$ cat config.mk
export PLATFORM = sky130hd
export DESIGN_NAME = seg_scan_decoder
export DESIGN_NICKNAME = d
export VERILOG_FILES = /design/src/rtl/seg_scan_decoder.sv
export SDC_FILE = /design/constraint.sdc
export NUM_CORES = 1
export LEC_CHECK = 0
export BUFFER_PORTS_ARGS = -buffer_cell sky130_fd_sc_hd__buf_2
export CORE_UTILIZATION = 30
export CTS_BUF_LIST = sky130_fd_sc_hd__clkbuf_2 sky130_fd_sc_hd__clkbuf_4 sky130_fd_sc_hd__clkbuf_8
export DETAILED_ROUTE_END_ITERATION = 12
export SYNTH_ARGS = -nofsm -noshare
export SYNTH_HDL_FRONTEND = slang
export SYNTH_SLANG_ARGS = --single-unit
$ cat constraint.sdc
create_clock -name clk -period 2.01 [get_ports clk]
set_input_delay 0.3015 -clock clk [delete_from_list [all_inputs] [get_ports clk]]
set_output_delay 0.3015 -clock clk [all_outputs]
set_load 0.01 [all_outputs]
$ cat src/rtl/seg_scan_decoder.sv
// Purpose: decodes a multiplexed 7-segment scan (anode/led) back into a BCD frame.
// Latency: anode edge to capture 2+SETTLE_CYCLES+1 cycles, final capture to frame_done 1 cycle.
// Backpressure: none, it is a passive monitor. Optional macro SEG_DECODE_HEX_EN adds A..F decode.
module seg_scan_decoder #(
    parameter int NUM_DIGITS     = 3,
    parameter int SETTLE_CYCLES  = 4,
    parameter int TIMEOUT_CYCLES = 65535
) (
    input  logic       clk,
    input  logic       rst_n,
    input  logic [3:0] anode,
    input  logic [7:0] led,
    output logic [3:0] ones,
    output logic [3:0] tens,
    output logic [3:0] hundred,
    output logic [3:0] thousands,
    output logic [3:0] dp,
    output logic [3:0] blank,
    output logic       frame_valid,
    output logic       frame_done,
    output logic       seg_err,
    output logic       scan_err
);

    typedef enum logic [1:0] {
        S_IDLE    = 2'd0,
        S_SETTLE  = 2'd1,
        S_CAPTURE = 2'd2,
        S_HOLD    = 2'd3
    } state_t;

    localparam logic [7:0]  SETTLE_W = SETTLE_CYCLES[7:0];
    localparam logic [15:0] TO_W     = TIMEOUT_CYCLES[15:0];
    localparam logic [3:0]  DIG_MASK = 4'((1 << NUM_DIGITS) - 1);

    // Returns {undecodable, blank, value} for a 7-bit active-low segment pattern.
    function automatic logic [5:0] seg_decode(input logic [6:0] p);
        logic [5:0] r;
        case (p)
            7'h40: r = {2'b00, 4'd0};
            7'h79: r = {2'b00, 4'd1};
            7'h24: r = {2'b00, 4'd2};
            7'h30: r = {2'b00, 4'd3};
            7'h19: r = {2'b00, 4'd4};
            7'h12: r = {2'b00, 4'd5};
            7'h02: r = {2'b00, 4'd6};
            7'h78: r = {2'b00, 4'd7};
            7'h00: r = {2'b00, 4'd8};
            7'h10: r = {2'b00, 4'd9};
            7'h7F: r = {2'b01, 4'd0};
`ifdef SEG_DECODE_HEX_EN
            7'h08: r = {2'b00, 4'hA};
            7'h03: r = {2'b00, 4'hB};
            7'h46: r = {2'b00, 4'hC};
            7'h21: r = {2'b00, 4'hD};
            7'h06: r = {2'b00, 4'hE};
            7'h0E: r = {2'b00, 4'hF};
`endif
            default: r = {2'b10, 4'hF};
        endcase
        return r;
    endfunction

    logic [3:0]       anode_m_q, anode_s_q, anode_prev_q;
    logic [7:0]       led_m_q, led_s_q;
    state_t           state_q, state_d;
    logic [3:0]       anode_cap_q, anode_cap_d;
    logic [1:0]       dig_q, dig_d;
    logic [7:0]       settle_q, settle_d;
    logic [15:0]      to_q, to_d;
    logic [3:0]       seen_q, seen_d;
    logic [3:0][3:0]  sh_val_q, sh_val_d;
    logic [3:0]       sh_dp_q, sh_dp_d;
    logic [3:0]       sh_blank_q, sh_blank_d;
    logic [3:0][3:0]  out_val_q, out_val_d;
    logic [3:0]       dp_q, dp_d;
    logic [3:0]       blank_q, blank_d;
    logic             fv_q, fv_d;
    logic             fd_q, fd_d;

    logic [3:0] anode_low;
    logic       multi_low, one_low, dig_ok, publish;
    logic [1:0] idx;
    logic [5:0] dec;

    // Two-flop synchronizers; idle values (all high) so reset does not look like a scan fault.
    always_ff @(posedge clk or negedge rst_n) begin
        if (!rst_n) begin
            anode_m_q    <= 4'hF;
            anode_s_q    <= 4'hF;
            anode_prev_q <= 4'hF;
            led_m_q      <= 8'hFF;
            led_s_q      <= 8'hFF;
        end else begin
            anode_m_q    <= anode;
            anode_s_q    <= anode_m_q;
            anode_prev_q <= anode_s_q;
            led_m_q      <= led;
            led_s_q      <= led_m_q;
        end
    end

    // Classify the synced anode: how many digits are enabled and which one.
    always_comb begin
        anode_low = ~anode_s_q;
        multi_low = (anode_low & (anode_low - 4'd1)) != 4'd0;
        one_low   = (anode_low != 4'd0) && !multi_low;
        idx       = 2'd0;
        for (int i = 3; i >= 0; i--) begin
            if (anode_low[i]) idx = 2'(i);
        end
        dig_ok    = {30'd0, idx} < NUM_DIGITS;
        dec       = seg_decode(led_s_q[6:0]);
        publish   = (seen_q & DIG_MASK) == DIG_MASK;
    end

    // FSM state register.
    always_ff @(posedge clk or negedge rst_n) begin
        if (!rst_n) begin
            state_q     <= S_IDLE;
            anode_cap_q <= 4'd0;
            dig_q       <= 2'd0;
            settle_q    <= 8'd0;
        end else begin
            state_q     <= state_d;
            anode_cap_q <= anode_cap_d;
            dig_q       <= dig_d;
            settle_q    <= settle_d;
        end
    end

    // FSM next state: settle on a stable one-hot anode, capture once, hold until it moves.
    always_comb begin
        state_d     = state_q;
        anode_cap_d = anode_cap_q;
        dig_d       = dig_q;
        settle_d    = settle_q;
        scan_err    = 1'b0;
        case (state_q)
            S_IDLE: begin
                if (multi_low) begin
                    // Only flag the first cycle of a given bad pattern, not every cycle it persists.
                    scan_err = (anode_s_q != anode_prev_q);
                end else if (one_low && dig_ok) begin
                    anode_cap_d = anode_s_q;
                    dig_d       = idx;
                    settle_d    = 8'd1;
                    state_d     = S_SETTLE;
                end
            end
            S_SETTLE: begin
                if (anode_s_q != anode_cap_q) begin
                    settle_d = 8'd0;
                    state_d  = S_IDLE;
                end else if (settle_q >= SETTLE_W) begin
                    state_d = S_CAPTURE;
                end else begin
                    settle_d = settle_q + 8'd1;
                end
            end
            S_CAPTURE: begin
                state_d = S_HOLD;
            end
            S_HOLD: begin
                if (anode_s_q != anode_cap_q) state_d = S_IDLE;
            end
            default: state_d = S_IDLE;
        endcase
    end

    assign seg_err = (state_q == S_CAPTURE) && dec[5];

    // Frame datapath: timeout, publish of a complete frame, and per-digit shadow capture.
    always_comb begin
        seen_d     = seen_q;
        to_d       = to_q;
        sh_val_d   = sh_val_q;
        sh_dp_d    = sh_dp_q;
        sh_blank_d = sh_blank_q;
        out_val_d  = out_val_q;
        dp_d       = dp_q;
        blank_d    = blank_q;
        fv_d       = fv_q;
        fd_d       = 1'b0;

        if (to_q != TO_W) to_d = to_q + 16'd1;

        if (to_q == TO_W) begin
            // Stale: drop validity and any partial frame, but keep the digit outputs.
            fv_d   = 1'b0;
            seen_d = 4'd0;
        end

        if (publish) begin
            for (int i = 0; i < 4; i++) begin
                out_val_d[i] = DIG_MASK[i] ? sh_val_q[i] : 4'd0;
            end
            dp_d    = sh_dp_q & DIG_MASK;
            blank_d = sh_blank_q & DIG_MASK;
            fd_d    = 1'b1;
            fv_d    = 1'b1;
            seen_d  = 4'd0;
        end

        if (state_q == S_CAPTURE) begin
            sh_val_d[dig_q]   = dec[3:0];
            sh_blank_d[dig_q] = dec[4];
            sh_dp_d[dig_q]    = ~led_s_q[7];
            seen_d[dig_q]     = 1'b1;
            to_d              = 16'd0;
        end
    end

    // Frame datapath registers.
    always_ff @(posedge clk or negedge rst_n) begin
        if (!rst_n) begin
            seen_q     <= 4'd0;
            to_q       <= 16'd0;
            sh_val_q   <= '0;
            sh_dp_q    <= 4'd0;
            sh_blank_q <= 4'd0;
            out_val_q  <= '0;
            dp_q       <= 4'd0;
            blank_q    <= 4'd0;
            fv_q       <= 1'b0;
            fd_q       <= 1'b0;
        end else begin
            seen_q     <= seen_d;
            to_q       <= to_d;
            sh_val_q   <= sh_val_d;
            sh_dp_q    <= sh_dp_d;
            sh_blank_q <= sh_blank_d;
            out_val_q  <= out_val_d;
            dp_q       <= dp_d;
            blank_q    <= blank_d;
            fv_q       <= fv_d;
            fd_q       <= fd_d;
        end
    end

    assign ones        = out_val_q[0];
    assign tens        = out_val_q[1];
    assign hundred     = out_val_q[2];
    assign thousands   = out_val_q[3];
    assign dp          = dp_q;
    assign blank       = blank_q;
    assign frame_valid = fv_q;
    assign frame_done  = fd_q;

endmodule

Yosys cells after proc, flatten, opt, wreduce, memory -nomap -nowiden
Cells that the tools add are included.

word-level totals
  bits in registers = 108
  input port bits = 14
  output and inout port bits = 28
  word-level logic and storage cells = 107

operators by class
  add/subtract/negate cells = 3
  order comparisons = 4
  equal/unequal tests = 23
  muxes and demuxes = 33
  bitwise logic cells = 5
  reduce and logical (&&, ||, !) cells = 15

operators with widths
  kind                                                                   number
  6-bit one-hot mux with 11 select lines                                 1
  16-bit two-way mux                                                     2
  8-bit two-way mux                                                      4
  7-bit == test, second input constant                                   4
  7-bit by 5-bit == test with 1-bit output, second input constant        3
  2-bit two-way mux                                                      9
  16-bit by 1-bit adder with 16-bit output, second input constant        1
  16-bit bitwise mux                                                     1
  16-bit == test, second input constant                                  1
  4-bit two-way mux                                                      4
  16-bit inequality test, second input constant                          1
  8-bit one-hot mux with 2 select lines                                  1
  7-bit by 6-bit == test with 1-bit output, second input constant        2
  8-bit by 1-bit adder with 8-bit output, second input constant          1
  4-bit bitwise mux                                                      2
  4-bit demux with 2-bit select                                          1
  8-bit by 3-bit >= comparator with 1-bit output, second input constant  1
  4-bit inequality test                                                  2
  2-bit one-hot mux with 4 select lines                                  1
  4-bit AND reduction                                                    2
  4-bit nonzero test                                                     2
  7-bit by 2-bit == test with 1-bit output, second input constant        1
  7-bit zero test                                                        1
  1-bit two-way mux                                                      6
  other kinds (19)                                                       29

Depth between registers and ports, before layout
  word-level depth = 10
  depth in mapped cells = 7
  gate-level depth less buffers = 6

Worst setup path after synthesis
No wires, ideal clock.

  path type = reg2out
  start point = register led_s_q[6]
  end point = output seg_err
  data arrival time = 1.545 ns
  required time = 1.709 ns
  slack = 0.163 ns
  stages on the path, launching flop included = 6
  buffers on the path = 1
  path through = dfstp_2 buf_2 nor4_1 and4b_1 nor4_1 and3_1

between the ends
  longest elaborated chain between the ends = 3
  elaborated cells on any way between the ends = 13
  classes of those cells = eq/ne: 10; mux: 1; reduce/logical: 2

RTL lines
  what                                        line  source
  from (decl)                                 65    logic [7:0] led_m_q, led_s_q;
  from (signal assigned)                      99    led_s_q <= led_m_q;
  7-bit == test (tied with other cells)       39    case (p)
  6-bit one-hot mux with 11 select lines (*)  39
  1-bit logical AND (*)                       171   assign seg_err = (state_q == S_CAPTURE) && dec[5];
  to (decl)                                   21    output logic seg_err,

Mark *: on every way between the ends. The rest lies on a longest branch, timed or not.

Worst setup path after layout
  start point = register led_s_q[5]
  end point = output seg_err

Same word-level chain as after synthesis.

==> results.ini <==
[detailed_routing]
drc = 0
ant_nets = 0
drtIter0Drc = 174
wl_per_cell_um = 12.4
drt-vias-per-instance = 4.59
drtPass1Iterations = 4
routed_wl_um = 7540
vias = 2793

[placement]
place.gp.congestion = 0.785
port_buffers = 35
dp_hpwl_um = 5270
pre_cts_slack_ns = -0.00642

[global_route]
grt_pass1_vias = 2683
grt_max_degree = 44
grt.overflow.total = 0
grt_usage_pct = 11.1
antenna_found_initial = 0
grt_pass1_wl_um = 12800

[worst_hold_path]
holdPathEnd = anode_m_q[0]
hold_path_depth = 1
hp-start = anode[0]
hold_class = in -> reg

[synthesis]
ys_seq_area_share_pct = 59.2
avgSynthCellArea_um2 = 11.7
ys_async_sr_fraction_pct = 100
postSynthCellCount = 369
synth-edff-count = 0
synthFlopType = dfrtp_1
yosys_warnings = 0
ys_ff_latch = 101
syn-cell-area_mm2 = 0.00433
synth.distinct_cells = 57

[power_and_ir_drop]
power_per_cell_area_mw_per_mm2 = 919
ir_drop_mv = 0.465
p_leak_nw = 2.31

[worst_setup_path]
crit_required_ns = 1.71
critical_path.max_fanout = 3
crit_type = reg -> out
r2r_start = led_s_q[5]
worstSetupEndpointType = output pin
r2r_cells = 6
rrSetupSlack_ns = 0.15
start_kind = flip-flop
r2r_end = sh_val_q[5]
crit_arrival_ns = 2.00

[floorplanning]
initial_core_util_pct = 31.0
ios = 42
die_w_um = 122
fp.coreArea_mm2 = 0.0140
die_y_um = 122
die-area_mm2 = 0.0149
fp-row-count = 43

[layout]
insertedDiodeCount = 0
area_delta_synth_final_pct = 17.4
final_core_util_pct = 36.3
nets = 440
drive_gt1_share_pct = 33.2

[timing]
hold_viol = 0
skew_ns = 0.00949
worstMarginPinSlew_ns = 0.631
tns_ns = -0.296
fmax_mhz = 434
period_share_pct = 115
fin_crit_ns = 2.31
rsz0062_at_grt = yes
finalMaxSlewViolations = 0
setup_viol = 1
worst_slack_ns = -0.296
maxSlewHeadroom_pct = 57.6

[clock_network]
cts_buffer_depth = 2
cts_buffers = 9
cts-root-buf = clkbuf_8
clk_pin_slew_ns = 0.08
cts_max_level = 3
cts_sinks = 101
cts_tree = done
clock_latency_ns = 0.36

[outcome]
violations = negative setup slack
run_status = finished with violations

[job]
cap_violations = 0

how the worst max path moves through the flow:
stage / endpoint / start / slack (ns) / depth (start not counted)
6_report: seg_err / led_s_q[5] / -0.30 / 5
4_1_cts: seg_err / led_s_q[4] / -0.31 / 6
2_1_floorplan: seg_err / led_s_q[6] / 0.16 / 5
3_5_place_dp: seg_err / led_s_q[6] / -0.006 / 5
5_1_grt: seg_err / led_s_q[5] / -0.38 / 5
3_3_place_gp: seg_err / led_s_q[6] / 0.07 / 5
placed cells by master (no fill, tap or decap), drive strengths merged, types with 3 or more instances in the layout:
cell type / n
a211oi: 5
a21oi: 14
a31oi: 7
and2: 3
and3: 5
buf: 55
clkbuf: 11
clkinv: 3
conb: 6
dfrtp: 73
dfstp: 28
dlygate4sd3: 4
ha: 3
inv: 12
mux2: 21
nand2: 29
nand3: 21
nand4: 5
nor2: 33
nor3: 8
nor4: 8
o21a: 5
o21ai: 18
or3: 5
xnor2: 16
xor2: 4
per-stage QoR:
| step | total power [mW] | std cells | hold WS (ns) | cell area [µm²] |
|---|---|---|---|---|
| 6_report | 4.67 | 608 | 0.0328 | 5080 |
| 5_1_grt | 4.97 | 608 | 0.000804 | 5080 |
| 3_5_place_dp | 3.44 | 581 | 0.274 | 4740 |
| 4_1_cts | 4.72 | 602 | 0.00352 | 5020 |
| 2_1_floorplan | 3.19 | 374 | 0.00591 | 4350 |
| 3_3_place_gp | 3.40 | 581 | 0.265 | 4740 |
synth_stat cells (4+ instances only):
master / count / area, µm²
o21ai_0: 13 / 65.1
nand3_1: 21 / 105
and3_1: 5 / 31.3
nor2_1: 32 / 120
dfrtp_1: 73 / 1830
buf_2: 4 / 20.0
buf_4: 11 / 82.6
mux2_2: 18 / 203
nand4_1: 4 / 25.0
o21ai_1: 5 / 25.0
nand2_1: 29 / 109
a21oi_1: 12 / 60.1
a31oi_1: 5 / 31.3
dfstp_2: 28 / 736
nor3_1: 8 / 40.0
o21a_1: 5 / 37.5
xor2_1: 4 / 35.0
inv_1: 11 / 41.3
clkbuf_1: 6 / 22.5
nor4_1: 7 / 43.8
or3_1: 5 / 31.3
xnor2_1: 14 / 123
timing repair:
| item | 4_1_cts | 5_1_grt |
|---|---|---|
| pin swaps | 3 | 2 |
| setup endpoints to repair | 1 | 2 |
| endpoints found under the hold margin | 20 | 3 |
| hold buffers | 1 | 3 |
| buffers inserted | 4 | 3 |
| resized for setup | 9 | 2 |
critical path: stages, from the launching register on:
cell and delay [ns]:
dfstp_2 0.55, or4bb_4 0.56, a21oi_4 0.17, nor4_4 0.06, and3_1 0.17, buf_2 0.13
cells by family (layout without fill, tap and decap cells):
logic type,after synthesis,after routing,share of synthesized area (%)
adder cells (fa/ha/maj),4,4,1.10
AND/OR/NAND/NOR,132,132,16.0
AO/OA/AOI/OAI,57,57,9.68
other,1,6,0.0866
multiplexers,22,22,5.69
flip-flops,101,101,59.2
XOR/XNOR,20,20,4.39
buffers and inverters,32,86,3.84
layout make-up:
type / instances / area, µm²
fillers: 1381 / 8910
flip-flops and latches: 101 / 2560
multi-input cells: 241 / 1680
repair buffers: 59 / 380
well taps: 180 / 225
clock buffers: 11 / 139
clock inverters: 5 / 51.3
inverters: 11 / 41.3
per-layer routing:
layer / vias up / track usage [%] / part of all wire (%)
met5: - / 0 / 0
met4: 0 / 3.28 / 1.0
met3: 9 / 3.75 / 4.0
met2: 59 / 16.6 / 47
met1: 1341 / 15.0 / 48
li1: 1384 / - / -
sequential cells by signal, indices dropped and copies added (netlist names), named ones only:
| register | flops |
|---|---|
| to_q | 16 |
| sh_val_q | 12 |
| led_m_q | 8 |
| led_s_q | 8 |
| settle_q | 8 |
| anode_cap_q | 4 |
| anode_m_q | 4 |
| anode_prev_q | 4 |
| anode_s_q | 4 |
| hundred | 4 |
| ones | 4 |
| tens | 4 |
| blank | 3 |
| dp | 3 |
| seen_q | 3 |
| sh_blank_q | 3 |
| sh_dp_q | 3 |
| dig_q | 2 |
| frame_done | 1 |
| frame_valid | 1 |
| state_q | 1 |
power by group:
group	total (mW)	internal [mW]	leakage (nW)	switching, mW
logic	0.873	0.389	0.936	0.484
registers	2.54	2.32	1.27	0.220
clock network	1.25	0.598	0.104	0.657
(Power assumes the default switching activity.)
